==> src/rtl/rpn_pkg.sv <==
// Shared definitions for the RPN converter/evaluator pair: ASCII tokens,
// error codes, evaluator FSM states and operand-stack operations.
package rpn_pkg;

  localparam logic [7:0] CH_0     = 8'h30;
  localparam logic [7:0] CH_9     = 8'h39;
  localparam logic [7:0] CH_PLUS  = 8'h2B;
  localparam logic [7:0] CH_MINUS = 8'h2D;
  localparam logic [7:0] CH_MUL   = 8'h2A;
  localparam logic [7:0] CH_DIV   = 8'h2F;
  localparam logic [7:0] CH_SP    = 8'h20;
  localparam logic [7:0] CH_EQ    = 8'h3D;

  localparam logic [2:0] ERR_OK    = 3'd0;
  localparam logic [2:0] ERR_UNDER = 3'd1;
  localparam logic [2:0] ERR_OVF   = 3'd2;
  localparam logic [2:0] ERR_DIV0  = 3'd3;
  localparam logic [2:0] ERR_CHAR  = 3'd4;
  localparam logic [2:0] ERR_LEFT  = 3'd5;

  typedef enum logic [1:0] {
    ST_IDLE,
    ST_EXEC,
    ST_RESULT
  } state_t;

  typedef enum logic [1:0] {
    STK_NOP,
    STK_PUSH,
    STK_REPLACE2,
    STK_CLEAR
  } stk_op_t;

  function automatic logic is_digit(input logic [7:0] c);
    return (c >= CH_0) && (c <= CH_9);
  endfunction

  function automatic logic is_op(input logic [7:0] c);
    return (c == CH_PLUS) || (c == CH_MINUS) || (c == CH_MUL) || (c == CH_DIV);
  endfunction

endpackage

==> src/rtl/rpn_eval_if.sv <==
// Character input handshake and result output handshake of the RPN evaluator.
interface rpn_eval_if #(
  parameter int W = 16
);
  logic                IN_STB;
  logic [7:0]          IN_CHAR;
  logic                IN_ACK;
  logic                RES_STB;
  logic signed [W-1:0] RES_VAL;
  logic [2:0]          RES_ERR;
  logic                RES_ACK;

  modport master (
    output IN_STB, IN_CHAR, RES_ACK,
    input  IN_ACK, RES_STB, RES_VAL, RES_ERR
  );

  modport slave (
    input  IN_STB, IN_CHAR, RES_ACK,
    output IN_ACK, RES_STB, RES_VAL, RES_ERR
  );
endinterface

==> src/rtl/rpn_eval_stack.sv <==
// Operand stack: entry 0 is always the top, so top/second need no index math.
module eval_stack
  import rpn_pkg::*;
#(
  parameter int W     = 16,
  parameter int DEPTH = 8
) (
  input  logic                              CLK,
  input  logic                              RST,
  input  stk_op_t                           op,
  input  logic signed [W-1:0]               din,
  output logic signed [W-1:0]               top,
  output logic signed [W-1:0]               second,
  output logic [$clog2(DEPTH+1)-1:0]        count,
  output logic                              full,
  output logic                              empty
);
  localparam int CW = $clog2(DEPTH+1);

  logic signed [W-1:0] mem [DEPTH];

  always_ff @(posedge CLK) begin
    if (RST) begin
      count <= '0;
    end else begin
      case (op)
        STK_PUSH:     count <= count + CW'(1);
        STK_REPLACE2: count <= count - CW'(1);
        STK_CLEAR:    count <= '0;
        default:      ;
      endcase
    end
  end

  // Entries beyond count are don't-care, so the data array carries no reset.
  always_ff @(posedge CLK) begin
    case (op)
      STK_PUSH: begin
        mem[0] <= din;
        for (int i = 1; i < DEPTH; i++) mem[i] <= mem[i-1];
      end
      STK_REPLACE2: begin
        mem[0] <= din;
        for (int i = 1; i < DEPTH - 1; i++) mem[i] <= mem[i+1];
      end
      default: ;
    endcase
  end

  assign top    = mem[0];
  assign second = mem[1];
  assign full   = (count == CW'(DEPTH));
  assign empty  = (count == '0);
endmodule

==> src/rtl/rpn_eval.sv <==
// RPN evaluator: accepts one ASCII char per two clocks, executes it on the
// operand stack and returns a signed result plus error code on each '='.
module rpn_eval
  import rpn_pkg::*;
#(
  parameter int W     = 16,
  parameter int DEPTH = 8
) (
  input logic       CLK,
  input logic       RST,
  rpn_eval_if.slave bus
);
  localparam int CW = $clog2(DEPTH+1);

  state_t              state;
  logic [7:0]          char_q;
  logic                in_ack;
  logic                res_stb;
  logic signed [W-1:0] res_val;
  logic [2:0]          res_err;
  logic [2:0]          err_q;
  logic [2:0]          exec_err;

  stk_op_t             stk_op;
  logic signed [W-1:0] stk_din;
  logic signed [W-1:0] stk_top;
  logic signed [W-1:0] stk_second;
  logic [CW-1:0]       stk_count;
  logic                stk_full;
  logic                stk_empty;

  // Dividing the most negative value by -1 wraps back to itself via negation.
  function automatic logic signed [W-1:0] alu_div(input logic signed [W-1:0] a,
                                                  input logic signed [W-1:0] b);
    if (b == '0)      return '0;
    else if (b == '1) return -a;
    else              return a / b;
  endfunction

  function automatic logic signed [W-1:0] alu(input logic [7:0]          op,
                                              input logic signed [W-1:0] a,
                                              input logic signed [W-1:0] b);
    case (op)
      CH_PLUS:  return a + b;
      CH_MINUS: return a - b;
      CH_MUL:   return a * b;
      CH_DIV:   return alu_div(a, b);
      default:  return '0;
    endcase
  endfunction

  eval_stack #(.W(W), .DEPTH(DEPTH)) u_stack (
    .CLK    (CLK),
    .RST    (RST),
    .op     (stk_op),
    .din    (stk_din),
    .top    (stk_top),
    .second (stk_second),
    .count  (stk_count),
    .full   (stk_full),
    .empty  (stk_empty)
  );

  always_comb begin
    stk_op   = STK_NOP;
    stk_din  = '0;
    exec_err = ERR_OK;
    case (state)
      ST_EXEC: begin
        if (err_q == ERR_OK && char_q != CH_EQ) begin
          if (is_digit(char_q)) begin
            if (stk_full) exec_err = ERR_OVF;
            else begin
              stk_op  = STK_PUSH;
              stk_din = {{(W-4){1'b0}}, char_q[3:0]};
            end
          end else if (is_op(char_q)) begin
            if (stk_count < CW'(2))                   exec_err = ERR_UNDER;
            else if (char_q == CH_DIV && stk_top == '0) exec_err = ERR_DIV0;
            else begin
              stk_op  = STK_REPLACE2;
              stk_din = alu(char_q, stk_second, stk_top);
            end
          end else if (char_q != CH_SP) begin
            exec_err = ERR_CHAR;
          end
        end
      end
      ST_RESULT: if (res_stb && bus.RES_ACK) stk_op = STK_CLEAR;
      default: ;
    endcase
  end

  always_ff @(posedge CLK) begin
    if (state == ST_IDLE && bus.IN_STB && !in_ack) char_q <= bus.IN_CHAR;
  end

  always_ff @(posedge CLK) begin
    if (RST) begin
      state   <= ST_IDLE;
      in_ack  <= 1'b0;
      res_stb <= 1'b0;
      res_val <= '0;
      res_err <= ERR_OK;
      err_q   <= ERR_OK;
    end else begin
      case (state)
        ST_IDLE: begin
          if (bus.IN_STB && !in_ack) begin
            in_ack <= 1'b1;
            state  <= ST_EXEC;
          end
        end
        ST_EXEC: begin
          in_ack <= 1'b0;
          if (char_q == CH_EQ) begin
            state   <= ST_RESULT;
            res_val <= '0;
            if (err_q != ERR_OK)           res_err <= err_q;
            else if (stk_empty)            res_err <= ERR_UNDER;
            else if (stk_count > CW'(1))   res_err <= ERR_LEFT;
            else begin
              res_err <= ERR_OK;
              res_val <= stk_top;
            end
          end else begin
            if (err_q == ERR_OK) err_q <= exec_err;
            state <= ST_IDLE;
          end
        end
        ST_RESULT: begin
          if (!res_stb) begin
            res_stb <= 1'b1;
          end else if (bus.RES_ACK) begin
            res_stb <= 1'b0;
            err_q   <= ERR_OK;
            state   <= ST_IDLE;
          end
        end
        default: state <= ST_IDLE;
      endcase
    end
  end

  assign bus.IN_ACK  = in_ack;
  assign bus.RES_STB = res_stb;
  assign bus.RES_VAL = res_val;
  assign bus.RES_ERR = res_err;
endmodule

==> src/flat_wrapper.sv <==
// flat-port wrapper written by rule: the top's interface ports become plain ports
module rpn_eval_flat import rpn_pkg::*;
#(
  parameter int W     = 16,
  parameter int DEPTH = 8
)
  (CLK, RST, bus_IN_STB, bus_IN_CHAR, bus_RES_ACK, bus_IN_ACK, bus_RES_STB, bus_RES_VAL, bus_RES_ERR);
  rpn_eval_if #(.W(W)) bus_i ();
  input logic CLK;
  input logic RST;
  input wire logic [$bits(bus_i.IN_STB)-1:0] bus_IN_STB;
  input wire logic [$bits(bus_i.IN_CHAR)-1:0] bus_IN_CHAR;
  input wire logic [$bits(bus_i.RES_ACK)-1:0] bus_RES_ACK;
  output wire logic [$bits(bus_i.IN_ACK)-1:0] bus_IN_ACK;
  output wire logic [$bits(bus_i.RES_STB)-1:0] bus_RES_STB;
  output wire logic [$bits(bus_i.RES_VAL)-1:0] bus_RES_VAL;
  output wire logic [$bits(bus_i.RES_ERR)-1:0] bus_RES_ERR;
  assign bus_i.IN_STB = bus_IN_STB;
  assign bus_i.IN_CHAR = bus_IN_CHAR;
  assign bus_i.RES_ACK = bus_RES_ACK;
  assign bus_IN_ACK = bus_i.IN_ACK;
  assign bus_RES_STB = bus_i.RES_STB;
  assign bus_RES_VAL = bus_i.RES_VAL;
  assign bus_RES_ERR = bus_i.RES_ERR;
  rpn_eval #(.W(W), .DEPTH(DEPTH)) u_core (.CLK(CLK), .RST(RST), .bus(bus_i));
endmodule
==> config.mk <==
export PLATFORM = sky130hd
export DESIGN_NAME = rpn_eval_flat
export DESIGN_NICKNAME = d
export VERILOG_FILES = /design/src/rtl/rpn_pkg.sv /design/src/rtl/rpn_eval_if.sv /design/src/rtl/rpn_eval_stack.sv /design/src/rtl/rpn_eval.sv /design/src/flat_wrapper.sv
export SDC_FILE = /design/constraint.sdc
export NUM_CORES = 1
export LEC_CHECK = 0
export ABC_AREA = 1
export CAP_MARGIN = 20
export CORE_MARGIN = 2
export CORE_UTILIZATION = 35
export CTS_BUF_LIST = sky130_fd_sc_hd__clkbuf_8
export DETAILED_ROUTE_END_ITERATION = 10
export GPL_TIMING_DRIVEN = 0
export PLACE_DENSITY_LB_ADDON = 0.12
export SETUP_SLACK_MARGIN = 0.5
export SYNTH_ARGS = -nofsm -noshare
export SYNTH_HDL_FRONTEND = slang
export SYNTH_SLANG_ARGS = --single-unit
==> constraint.sdc <==
create_clock -name CLK -period 56.5 [get_ports CLK]
set_clock_uncertainty 0.15 [all_clocks]
set_input_delay 8.475 -clock CLK [delete_from_list [all_inputs] [get_ports CLK]]
set_output_delay 8.475 -clock CLK [all_outputs]
set_load 0.02 [all_outputs]
==> flow_metrics.env <==
export IMPL_status="finished, final reports clean"
export IMPL_critical_path_max_fanout=19
export IMPL_dr_total_vias=18640
export IMPL_cts_buffer_depth=2
export IMPL_wl_um=67720
export IMPL_vias_per_cell=5.011
export IMPL_crit_required_ns=56.57
export IMPL_avgSynthCellArea_um2=7.178
export IMPL_synth_distinct_cells=66
export IMPL_crit_path_end_kind="register"
export IMPL_clock_latency_ns=0.49
export IMPL_die_area_um2=60980
export IMPL_die_y_um=246.9
export IMPL_clk_transition_reported_paths_ns=0.11
export IMPL_seq_power_share=0.175
export IMPL_synthXorXnorAreaFrac=0.04579
export IMPL_utilization=0.3822
export IMPL_crit_arrival_ns=35.46
export IMPL_clock_sinks=166
export IMPL_synth_seq_cells=166
export IMPL_cts_setup_buffers=0
export IMPL_grt_overflow=0
export IMPL_dpl_hpwl_um=54510
export IMPL_vdd_drop_max_mv=0.03964
export IMPL_portBuffers=31
export IMPL_critPathMaxStageDelay_ns=0.70
export IMPL_drtAntennaViolNets=0
export IMPL_yosys_mux_area_fraction=0.009207
export IMPL_synth_area_um2=20660
export IMPL_power_clock_fraction=0.110
export IMPL_hold_class="register to register"
export IMPL_hold_viol_final=0
export IMPL_mostFrequentLayoutCells="763 x nand2_1, 473 x inv_1, 228 x ha_1, 164 x o21ai_0, 161 x nor2_1"
export IMPL_grt_pass1_wl_um=105300
export IMPL_slew_violations=0
export IMPL_yosysTopAreaCell="edfxtp_1"
export IMPL_final_setup_viol_count=0
export IMPL_syn_to_final_growth_pct=8.577
export IMPL_diodes=0
export IMPL_coreArea_um2=58690
export IMPL_cts_root_buf="clkbuf_8"
export IMPL_first_iter_violations=1335
export IMPL_grt_pass1_vias=18390
export IMPL_die_x_um=246.9
export IMPL_fmax_mhz=28.26
export IMPL_place_congestion=0.9388
export IMPL_p_leak_nw=11.03
export IMPL_critPathTopFamily="simple AND/OR/NAND/NOR gates"
export IMPL_netlist_top_cells_area="edfxtp_1 20%, ha_1 14%, nand2_1 14%"
export IMPL_synthAdderAreaFrac=0.2162
export IMPL_start_util=0.3520
export IMPL_synthArstFlopShare=0
export IMPL_internal_power_mw=0.4006
export IMPL_path_class="register to register"
export IMPL_ys_flop_type="edfxtp_1"
export IMPL_fin_tns_setup_ns=0
export IMPL_synthCells=2878
export IMPL_drive_gt1_frac=0.08282
export IMPL_num_rows=89
export IMPL_cts_resized=0
export IMPL_synth_top_family_by_area="simple AND/OR/NAND/NOR gates"
export IMPL_grt_max_degree=73
export IMPL_cp_slowest_cell="nand2_1"
export IMPL_sw_frac_of_total=0.5015
export IMPL_antenna_found_initial=0
export IMPL_htreeDepth=4
export IMPL_layout_min_cycle_time_ns=35.39
export IMPL_post_route_period_util=0.6263
export IMPL_path_common_cell="nand2_1"
export IMPL_critPathBufInv=33
export IMPL_nNetsFinal=3254
export IMPL_synth_edf_count=136
export IMPL_layout_cells_most_common="nand2_1"
export IMPL_startpoint_type="register"
export IMPL_netSwitchingPower_mw=0.4030
export IMPL_num_io_pins=33
export IMPL_synth_fp_nets=3199
export IMPL_synth_compound_area_share=0.1234
export IMPL_wire_per_inst_um=18.21
export IMPL_synth_simple_area_share=0.2621
export IMPL_cts_inserted_buffers=17
export IMPL_seq_area_frac_synth=0.2268
export IMPL_p_comb_frac=0.715
export IMPL_num_fill_cells=6272
export IMPL_firstDrtPassIters=5
export IMPL_drc=0
export IMPL_ys_warn_count=0
export IMPL_rsz0062_at_grt="false"
export IMPL_synth_top_area_share=0.1977
export IMPL_grt_use_total=0.2247
export IMPL_drv_cap=0
export IMPL_cts_tree="built"
export IMPL_hold_buffers=0
export IMPL_p_per_area_nw_per_um2=35.83
export IMPL_tightestPinTransition_ns=0.9997
export IMPL_relSlewSlack=0.3328
## final cells by class
class	count	area, um2	area share
multi-input combinational	2117	13590	0.6061
sequential	166	4684	0.2089
inverter	497	1891	0.08429
tap	773	967.2	0.04312
buffer	98	514.2	0.02293
timing repair buffer	36	392.9	0.01752
clock buffer	17	234.0	0.01043
clock inverter	15	151.4	0.006750
## through the flow
| step | power (mW) | instances | setup slack [ns] | hold slack [ns] | instance area [um2] |
|---|---|---|---|---|---|
| global route | 0.9012 | 3719 | 16.96 | 0.3142 | 22430 |
| finish | 0.8036 | 3719 | 21.11 | 0.3000 | 22430 |
| detailed placement | 0.7181 | 3687 | 21.07 | 0.2866 | 22040 |
| floorplan | 0.5930 | 2878 | 27.94 | 0.2768 | 20660 |
| CTS | 0.8076 | 3719 | 20.97 | 0.3040 | 22430 |
| global placement | 0.7081 | 3682 | 20.37 | 0.2794 | 21930 |
## registers in the layout, summed over array words and instances, names as in the netlist
| register | flops |
|---|---|
| u_core.err_q | 3 |
| u_core.state | 2 |
| u_core.bus.RES_VAL | 16 |
| u_core.bus.RES_STB | 1 |
| u_core.u_stack.count | 4 |
| u_core.u_stack.mem | 128 |
| u_core.bus.IN_ACK | 1 |
| u_core.char_q | 8 |
| u_core.bus.RES_ERR | 3 |
## metal layers
metal  part of all wire  vias to the layer above  GRT usage  routed length (um)
met5                  0                        -          0                   0
met4              0.026                        0    0.05918                1780
met3              0.035                       71    0.01736                2367
met2               0.45                      370     0.3695               30630
met1               0.49                     8832     0.3165               32950
li1                   -                     9364          -                   -
## synthesized netlist by cell type, types with 5 or more instances
master    instances
nand2_1         763
inv_1           473
ha_1            229
o21ai_0         165
nor2_1          161
nand3_1         150
edfxtp_1        136
a21oi_1         124
fa_1             80
xor2_1           63
clkbuf_1         59
xnor2_1          45
nand2_2          39
dfxtp_1          30
o21ai_1          30
o21ai_2          28
nor3_1           23
a31oi_1          21
or2_2            21
o21bai_1         19
nand4_1          17
inv_2            16
mux2_2           16
a21o_1           15
buf_2            14
and2_1           13
nand3_2          11
buf_6            10
nor2_2           10
buf_4             9
nand2_4           8
nor4_1            7
nand3b_1          5
nor2_4            5
o211ai_1          5
## final timing paths
path                                               start  slack [ns]  cells past startpoint                                       to
setup / recovery  u_core.u_stack.mem[0][0]$_SDFFCE_PN0P_       21.11                    256  u_core.u_stack.mem[0][11]$_SDFFCE_PP0P_
hold / removal      u_core.u_stack.mem[0][103]$_DFFE_PP_        0.30                      0     u_core.u_stack.mem[0][119]$_DFFE_PP_
setup reg to reg  u_core.u_stack.mem[0][0]$_SDFFCE_PN0P_       21.11                    256  u_core.u_stack.mem[0][11]$_SDFFCE_PP0P_
hold reg to reg     u_core.u_stack.mem[0][103]$_DFFE_PP_        0.30                      0     u_core.u_stack.mem[0][119]$_DFFE_PP_
## power by group through the flow
stage | logic (mW) | clock network, mW | registers [mW]
after floorplan | 0.450 | 0 | 0.143
after global placement | 0.564 | 0 | 0.144
after detailed placement | 0.575 | 0 | 0.143
after CTS | 0.578 | 0.0890 | 0.141
after global routing | 0.666 | 0.0938 | 0.141
final | 0.575 | 0.0881 | 0.141
## worst reg2reg max path: cells and delay by family, from the launching register on
family / cells / cell delay, ns
adders and majority gates: 16 / 5.21
and+or+nand+nor: 143 / 14.24
DFF: 1 / 0.55
buffers and inverters: 33 / 4.30
AOI/OAI and AO/OA: 64 / 10.61
## cell families after synthesis
family          Yosys count
xor+xnor                108
mux                      17
flops                   166
simple gates           1243
compound gates          440
fa+ha+maj               309
buf+inv                 595
Power figures use the tool's default switching activity.
